$ cat config.mk
export PLATFORM = sky130hd
export DESIGN_NAME = mem_lsu_stage_flat
export DESIGN_NICKNAME = d
export VERILOG_FILES = /design/src/rtl/riscv_pkg.sv /design/src/rtl/mem_lsu_stage_if.sv /design/src/rtl/mem_load_align.sv /design/src/rtl/mem_lsu_stage.sv /design/src/flat_wrapper.sv
export SDC_FILE = /design/constraint.sdc
export NUM_CORES = 1
export LEC_CHECK = 0
export ABC_AREA = 1
export CORE_MARGIN = 8
export CORE_UTILIZATION = 42
export DETAILED_ROUTE_END_ITERATION = 10
export GPL_TIMING_DRIVEN = 0
export PLACE_DENSITY = 0.87
export SLEW_MARGIN = 15
export SYNTH_ARGS = -nofsm -noshare
export SYNTH_HDL_FRONTEND = slang
export SYNTH_SLANG_ARGS = --single-unit
$ cat constraint.sdc
create_clock -name clk -period 2.11 [get_ports clk]
set_input_delay 0.422 -clock clk [delete_from_list [all_inputs] [get_ports clk]]
set_output_delay 0.422 -clock clk [all_outputs]
set_load 0.1 [all_outputs]
$ cat src/rtl/riscv_pkg.sv
// riscv_pkg: LSU state encoding, load/store funct3 codes, byte-enable and alignment helpers
package riscv_pkg;
    typedef enum logic [1:0] {IDLE, REQ, WAIT, DONE} lsu_state_e;
    localparam logic [2:0] F3_LB  = 3'b000;
    localparam logic [2:0] F3_LH  = 3'b001;
    localparam logic [2:0] F3_LW  = 3'b010;
    localparam logic [2:0] F3_LBU = 3'b100;
    localparam logic [2:0] F3_LHU = 3'b101;
    localparam logic [2:0] F3_SB  = 3'b000;
    localparam logic [2:0] F3_SH  = 3'b001;
    localparam logic [2:0] F3_SW  = 3'b010;
    function automatic logic [3:0] get_byte_enable(input logic [2:0] funct3, input logic [1:0] off);
        return funct3[1] ? 4'b1111 : funct3[0] ? (off[1] ? 4'b1100 : 4'b0011) : 4'b0001 << off;
    endfunction
    function automatic logic is_misaligned(input logic [2:0] funct3, input logic [1:0] off);
        return funct3[1] ? |off : funct3[0] & off[0];
    endfunction
endpackage

$ cat src/rtl/mem_lsu_stage_if.sv
// mem_lsu_stage_if: req/gnt/rvalid data-memory bus
interface mem_lsu_stage_if #(
    parameter int XLEN = 32,
    parameter int ALEN = 32
);
    logic            req;
    logic            we;
    logic [ALEN-1:0] addr;
    logic [3:0]      be;
    logic [XLEN-1:0] wdata;
    logic            gnt;
    logic            rvalid;
    logic [XLEN-1:0] rdata;
    logic            err;
    modport master (output req, we, addr, be, wdata, input gnt, rvalid, rdata, err);
    modport slave (input req, we, addr, be, wdata, output gnt, rvalid, rdata, err);
endinterface

$ cat src/rtl/mem_load_align.sv
// mem_load_align: selects the addressed lane of a read word and sign/zero-extends it
module mem_load_align #(
    parameter int XLEN = 32
) (
    input  logic [XLEN-1:0] rdata,
    input  logic [2:0]      funct3,
    input  logic [1:0]      off,
    output logic [XLEN-1:0] result
);
    logic [XLEN-1:0] sh;
    always_comb begin
        sh = rdata >> {off, 3'b000};
        result = funct3[1] ? rdata
               : funct3[0] ? {{(XLEN-16){sh[15] & ~funct3[2]}}, sh[15:0]}
               : {{(XLEN-8){sh[7] & ~funct3[2]}}, sh[7:0]};
    end
endmodule

$ cat src/rtl/mem_lsu_stage.sv
// mem_lsu_stage: handshaked MEM-stage load/store unit with stall, store-data forwarding and load alignment
// Define MEM_MISALIGN_TRAP_EN to trap misaligned accesses instead of issuing them.
module mem_lsu_stage
    import riscv_pkg::*;
#(
    parameter int XLEN = 32,
    parameter int ALEN = 32
) (
    input  logic            clk,
    input  logic            rst,
    input  logic            ex_mem_valid,
    input  logic            ex_mem_mem_read,
    input  logic            ex_mem_mem_write,
    input  logic [2:0]      ex_mem_funct3,
    input  logic [XLEN-1:0] ex_mem_alu_result,
    input  logic [XLEN-1:0] ex_mem_write_data,
    input  logic [4:0]      ex_mem_rs2,
    input  logic            wb_reg_write,
    input  logic [4:0]      wb_rd,
    input  logic [XLEN-1:0] wb_write_data,
    mem_lsu_stage_if.master dmem,
    output logic            mem_stall,
    output logic [XLEN-1:0] load_data,
    output logic            load_valid,
    output logic            access_fault,
    output logic            misalign
);
    lsu_state_e      state;
    logic [ALEN-1:0] addr_q;
    logic [2:0]      f3_q;
    logic            st_q;
    logic            start;
    logic            trap;
    logic [XLEN-1:0] wdata_q;
    logic [XLEN-1:0] src;
    logic [XLEN-1:0] lane_data;
    logic [XLEN-1:0] aligned;

    mem_load_align #(.XLEN(XLEN)) u_align (
        .rdata  (dmem.rdata),
        .funct3 (f3_q),
        .off    (addr_q[1:0]),
        .result (aligned)
    );

    always_comb begin
        start = ex_mem_valid & (ex_mem_mem_read | ex_mem_mem_write);
        src = (wb_reg_write && wb_rd != 5'd0 && wb_rd == ex_mem_rs2) ? wb_write_data : ex_mem_write_data;
        lane_data = ex_mem_funct3[1] ? src
                  : ex_mem_funct3[0] ? {(XLEN/16){src[15:0]}}
                  : {(XLEN/8){src[7:0]}};
`ifdef MEM_MISALIGN_TRAP_EN
        trap = is_misaligned(ex_mem_funct3, ex_mem_alu_result[1:0]);
`else
        trap = 1'b0;
`endif
        mem_stall = (state == IDLE && start) || state == REQ || state == WAIT;
        dmem.req = state == REQ;
        dmem.we = dmem.req & st_q;
        dmem.be = dmem.req ? get_byte_enable(f3_q, addr_q[1:0]) : 4'b0000;
        dmem.addr = addr_q;
        dmem.wdata = wdata_q;
    end

    // Result flags are one-cycle pulses raised on entry to DONE.
    always_ff @(posedge clk) begin
        if (rst) begin
            state        <= IDLE;
            addr_q       <= '0;
            f3_q         <= '0;
            st_q         <= 1'b0;
            wdata_q      <= '0;
            load_data    <= '0;
            load_valid   <= 1'b0;
            access_fault <= 1'b0;
            misalign     <= 1'b0;
        end else begin
            load_valid   <= 1'b0;
            access_fault <= 1'b0;
            misalign     <= 1'b0;
            case (state)
                IDLE: if (start) begin
                    addr_q   <= ex_mem_alu_result[ALEN-1:0];
                    f3_q     <= ex_mem_funct3;
                    st_q     <= ex_mem_mem_write;
                    wdata_q  <= lane_data;
                    misalign <= trap;
                    state    <= trap ? DONE : REQ;
                end
                REQ: if (dmem.gnt) begin
                    access_fault <= st_q & dmem.err;
                    state        <= st_q ? DONE : WAIT;
                end
                WAIT: if (dmem.rvalid) begin
                    load_valid   <= 1'b1;
                    access_fault <= dmem.err;
                    load_data    <= dmem.err ? '0 : aligned;
                    state        <= DONE;
                end
                default: state <= IDLE;
            endcase
        end
    end
endmodule
$ cat src/flat_wrapper.sv
// flat-port wrapper written by rule: the top's interface ports become plain ports
module mem_lsu_stage_flat import riscv_pkg::*;
#(
    parameter int XLEN = 32,
    parameter int ALEN = 32
)
  (clk, rst, ex_mem_valid, ex_mem_mem_read, ex_mem_mem_write, ex_mem_funct3, ex_mem_alu_result, ex_mem_write_data, ex_mem_rs2, wb_reg_write, wb_rd, wb_write_data, mem_stall, load_data, load_valid, access_fault, misalign, dmem_req, dmem_we, dmem_addr, dmem_be, dmem_wdata, dmem_gnt, dmem_rvalid, dmem_rdata, dmem_err);
  mem_lsu_stage_if #(.XLEN(XLEN), .ALEN(ALEN)) dmem_i ();
  input  logic clk;
  input  logic rst;
  input  logic ex_mem_valid;
  input  logic ex_mem_mem_read;
  input  logic ex_mem_mem_write;
  input  logic [2:0] ex_mem_funct3;
  input  logic [XLEN-1:0] ex_mem_alu_result;
  input  logic [XLEN-1:0] ex_mem_write_data;
  input  logic [4:0] ex_mem_rs2;
  input  logic wb_reg_write;
  input  logic [4:0] wb_rd;
  input  logic [XLEN-1:0] wb_write_data;
  output logic mem_stall;
  output logic [XLEN-1:0] load_data;
  output logic load_valid;
  output logic access_fault;
  output logic misalign;
  output wire logic [$bits(dmem_i.req)-1:0] dmem_req;
  output wire logic [$bits(dmem_i.we)-1:0] dmem_we;
  output wire logic [$bits(dmem_i.addr)-1:0] dmem_addr;
  output wire logic [$bits(dmem_i.be)-1:0] dmem_be;
  output wire logic [$bits(dmem_i.wdata)-1:0] dmem_wdata;
  input wire logic [$bits(dmem_i.gnt)-1:0] dmem_gnt;
  input wire logic [$bits(dmem_i.rvalid)-1:0] dmem_rvalid;
  input wire logic [$bits(dmem_i.rdata)-1:0] dmem_rdata;
  input wire logic [$bits(dmem_i.err)-1:0] dmem_err;
  assign dmem_req = dmem_i.req;
  assign dmem_we = dmem_i.we;
  assign dmem_addr = dmem_i.addr;
  assign dmem_be = dmem_i.be;
  assign dmem_wdata = dmem_i.wdata;
  assign dmem_i.gnt = dmem_gnt;
  assign dmem_i.rvalid = dmem_rvalid;
  assign dmem_i.rdata = dmem_rdata;
  assign dmem_i.err = dmem_err;
  mem_lsu_stage #(.XLEN(XLEN), .ALEN(ALEN)) u_core (.clk(clk), .rst(rst), .ex_mem_valid(ex_mem_valid), .ex_mem_mem_read(ex_mem_mem_read), .ex_mem_mem_write(ex_mem_mem_write), .ex_mem_funct3(ex_mem_funct3), .ex_mem_alu_result(ex_mem_alu_result), .ex_mem_write_data(ex_mem_write_data), .ex_mem_rs2(ex_mem_rs2), .wb_reg_write(wb_reg_write), .wb_rd(wb_rd), .wb_write_data(wb_write_data), .dmem(dmem_i), .mem_stall(mem_stall), .load_data(load_data), .load_valid(load_valid), .access_fault(access_fault), .misalign(misalign));
endmodule
==> impl_results.md, run 1 <==
* Worst slew pin tran at 1060 ps
* Main area contributors after synthesis: dfxtp_1 (38%), nand2_1 (16%), a21oi_1 (11%), inv_1 (7.1%), o21ai_0 (5.9%)
* Placed Area at 8270 µm²
* Cells along the critical path: clkdlybuf4s50_1, or2_4, nand3_4, buf_6, buf_8, nand3_2, buf_12
* DR pass1 iterations at 5
* Final hold violation count at 0
* Worst Path Arrival at 1650 ps
* Placer Congestion at 1.01
* Cts bufs inserted at 9
* Finished Cell Area at 8610 µm²
* Vias/cell at 5.26
* GRT overflow at 0
* Mapped Cells at 826
* Top-area cell type share of the netlist area at 0.381
* Min Clock Period, post-route at 2070 ps
* Max Clk Rate at 483 MHz
* Via count at 6,665
* Worst slew margin at 0.293
* Largest family of logic cells by synthesized area: compound AO/OA/AOI/OAI gates
* Bufs and invs on worst path at 4
* Multiplexer share of the synthesized area at 0
* Crit path max fanout at 3
* Main synth FF type: dfxtp_1
* Largest net degree at the start of global routing at 17
* Routed wire length at 22.3 mm
* Req. time, crit path at 1690 ps
* Clock skew at 3.84 ps
* Tot Pwr at 9.10 mW
* Seq/Total Area, Yosys at 0.381
* Library cells used by synthesis at 37
* Post-DRT Antenna Nets at 0
* Later-pin clock latency in the skew report at 350 ps
* Post-synth ARST share at 0
* Worst path max stage delay at 420 ps
* Compound-Gate Fraction of Synth Area at 0.247
* Initial antenna violation count at 0
* Post-synth net total at 980
* Starting Density at 0.431
* Post-synth EDFFs at 0
* Die area at 16,900 µm²
* Layout net count at 1,246
* Final Cycle Share at 0.981
* CP max stage cell: clkdlybuf4s50_1
* Gr usage total at 0.260
* # diodes at 0
* Rows at 41
* CTS Hold Buffers Added at 0
* Synth Warn # at 0
* I/O pin count at 256
* Final slew viol count at 0
* Leak pwr at 4.09 nW
* #FFs+latches synth at 104
* Crit path kind: primary input to primary output
* Worst Hold Class: register to register
* FF-to-FF setup slack at 130 ps
* Synthesized area at 5460 µm²
* Adder-Cell Fraction of Synth Area at 0.00917
* Synth Area in Simple Gates at 0.238
* RSZ-0062 raised after global routing: true
* Reg clk slew, reported paths at 70 ps
* CTS max path bufs at 2
* DP Wirelength at 17.5 mm
* Layout cells sized above 1 at 0.0794
* Die Ht at 130 µm
* First-pass GRT wire length at 33.9 mm
* First-iteration detailed-routing DRC count at 667
* Core ar. at 12,700 µm²
* Pwr dens at 1060 nW/µm²
* Max-capacitance violation count at 0
* CP top delay family: buffers and inverters
* Number of global-route vias before repair at 6,502
* Port Buffer Count at 252
* CTS Root Cell: clkbuf_16
* Die Wd at 130 µm
* CP endpoint kind: primary output
* Xor-xnor portion of the synthesized cell area at 0.00160
* VDD IR max at 0.000749 V
* Startpoint types: primary input
* # H-tree levels at 3
* CTS tree: done
* Layout area overhead at 57.6%
* DR WL/cell at 17.6 µm
* Setup Viol. Count Final at 0
* DRC at 0
* Status: finished clean
* Clk sink count at 104
* Area leader, netlist: dfxtp_1
* Syn Area/Cell at 6.61 µm²
cell usage after synthesis, drive strengths merged, types with 2 or more instances:
library cell	number
a211oi	6
a21oi	122
a31oi	7
and2	5
buf	24
clkbuf	33
dfxtp	104
ha	4
inv	105
nand2	232
nand3	35
nand4	17
nor2	18
o2111ai	6
o211ai	13
o21ai	78
o21bai	8
o221ai	2
layer usage:
layer | up-vias | track usage | routed length (µm)
li1 | 3238 | - | -
met2 | 340 | 0.443 | 10500
met1 | 3027 | 0.289 | 8690
met4 | 0 | 0.105 | 894
met5 | - | 0 | 0
met3 | 60 | 0.0934 | 2210
metrics by stage:
| stage | utilization | worst slack (ps) | instances | hold WS [ps] | setup TNS (ps) |
|---|---|---|---|---|---|
| 3_5_place_dp | 0.652 | -1280 | 1250 | 454 | -26100 |
| 4_1_cts | 0.673 | -1.10 | 1263 | 462 | -1.10 |
| 5_1_grt | 0.679 | -30.0 | 1268 | 475 | -40.2 |
| 2_1_floorplan | - | 5.32 | 826 | 445 | 0 |
| 6_report | 0.679 | 40.5 | 1268 | 462 | 0 |
| 3_3_place_gp | 0.652 | -1260 | 1250 | 451 | -25840 |
timing repair:
action | in CTS | in global routing
gates resized for setup | 160 | 19
setup endpoints to repair | 130 | 31
setup buffers | 2 | 5
pin swaps | 0 | 5
gates cloned | 0 | 0
logic make-up after synthesis:
kind of cell / Yosys count
other: 1
AOI/OAI and AO/OA: 244
and+or+nand+nor: 309
adders and majority gates: 4
DFF: 104
xor gates and xnor gates: 1
buffers and inverters: 163
power by group:
part           total [mW]  internal, mW  switching, mW
logic                4.86          1.20           3.66
clock network        1.77          1.02          0.751
registers            2.46          2.27          0.196
total                9.10          4.49           4.61
layout by cell type (no fill, tap or decap), types with 2 or more instances in the layout:
master	instances
nand2_1	226
clkdlybuf4s50_1	147
a21oi_1	116
inv_1	101
dfxtp_1	100
dlygate4sd2_1	98
o21ai_0	62
nand3_1	32
clkbuf_1	26
nand4_1	17
o21ai_1	15
buf_2	14
nor2_1	13
o211ai_1	13
buf_4	11
clkbuf_16	10
o21bai_1	8
buf_6	7
a31oi_1	7
nand2_2	6
a211oi_1	6
o2111ai_1	6
and2_1	5
a21oi_4	4
inv_2	3
nor2_4	3
buf_12	3
dfxtp_4	3
clkbuf_2	2
clkbuf_4	2
clkinvlp_4	2
nand3_4	2
nor2_2	2
a21oi_2	2
o221ai_1	2
ha_1	2
tightest hold or removal path: cells and delay by family, from the launching register on:
| family | cells | cell delay, ps |
|---|---|---|
| DFF | 1 | 310 |
| and+or+nand+nor | 1 | 60 |
| AOI/OAI and AO/OA | 1 | 50 |
state kept, by name, indices dropped and copies added, names as in the netlist:
signal,flops
u_core.load_data,32
u_core.load_valid,1
u_core.access_fault,1
u_core.state,2
u_core.st_q,1
u_core.dmem.wdata,32
u_core.dmem.addr,32
u_core.f3_q,3
area by class of cell:
| type | instances | area [µm²] |
|---|---|---|
| flip-flops and latches | 104 | 2090 |
| well taps | 172 | 215 |
| plain buffers | 53 | 289 |
| clock inverters | 3 | 46.3 |
| fillers | 1161 | 4070 |
| repair buffers | 259 | 2480 |
| multi-input cells | 559 | 2810 |
| clock buffers | 12 | 268 |
| inverters | 106 | 402 |
final timing paths:
path,startpoint,end,cells past startpoint
max reg2reg,u_core.state[0],u_core.dmem.wdata[22],10
min,u_core.dmem.addr[13],u_core.dmem.addr[13],2
max,ex_mem_mem_read,mem_stall,7
min reg2reg,u_core.dmem.addr[13],u_core.dmem.addr[13],2
Power figures use the tool's default switching activity.
==> run 2: changes to the inputs <==
--- a/config.mk
+++ b/config.mk
@@ -10,6 +10,7 @@
 export CORE_UTILIZATION = 42
 export DETAILED_ROUTE_END_ITERATION = 10
 export GPL_TIMING_DRIVEN = 0
+export HOLD_SLACK_MARGIN = 0.12
 export PLACE_DENSITY = 0.87
 export SLEW_MARGIN = 15
 export SYNTH_ARGS = -nofsm -noshare
==> results of run 2 <==
The final DEF is identical to that of run 1; final timing and power are the same.
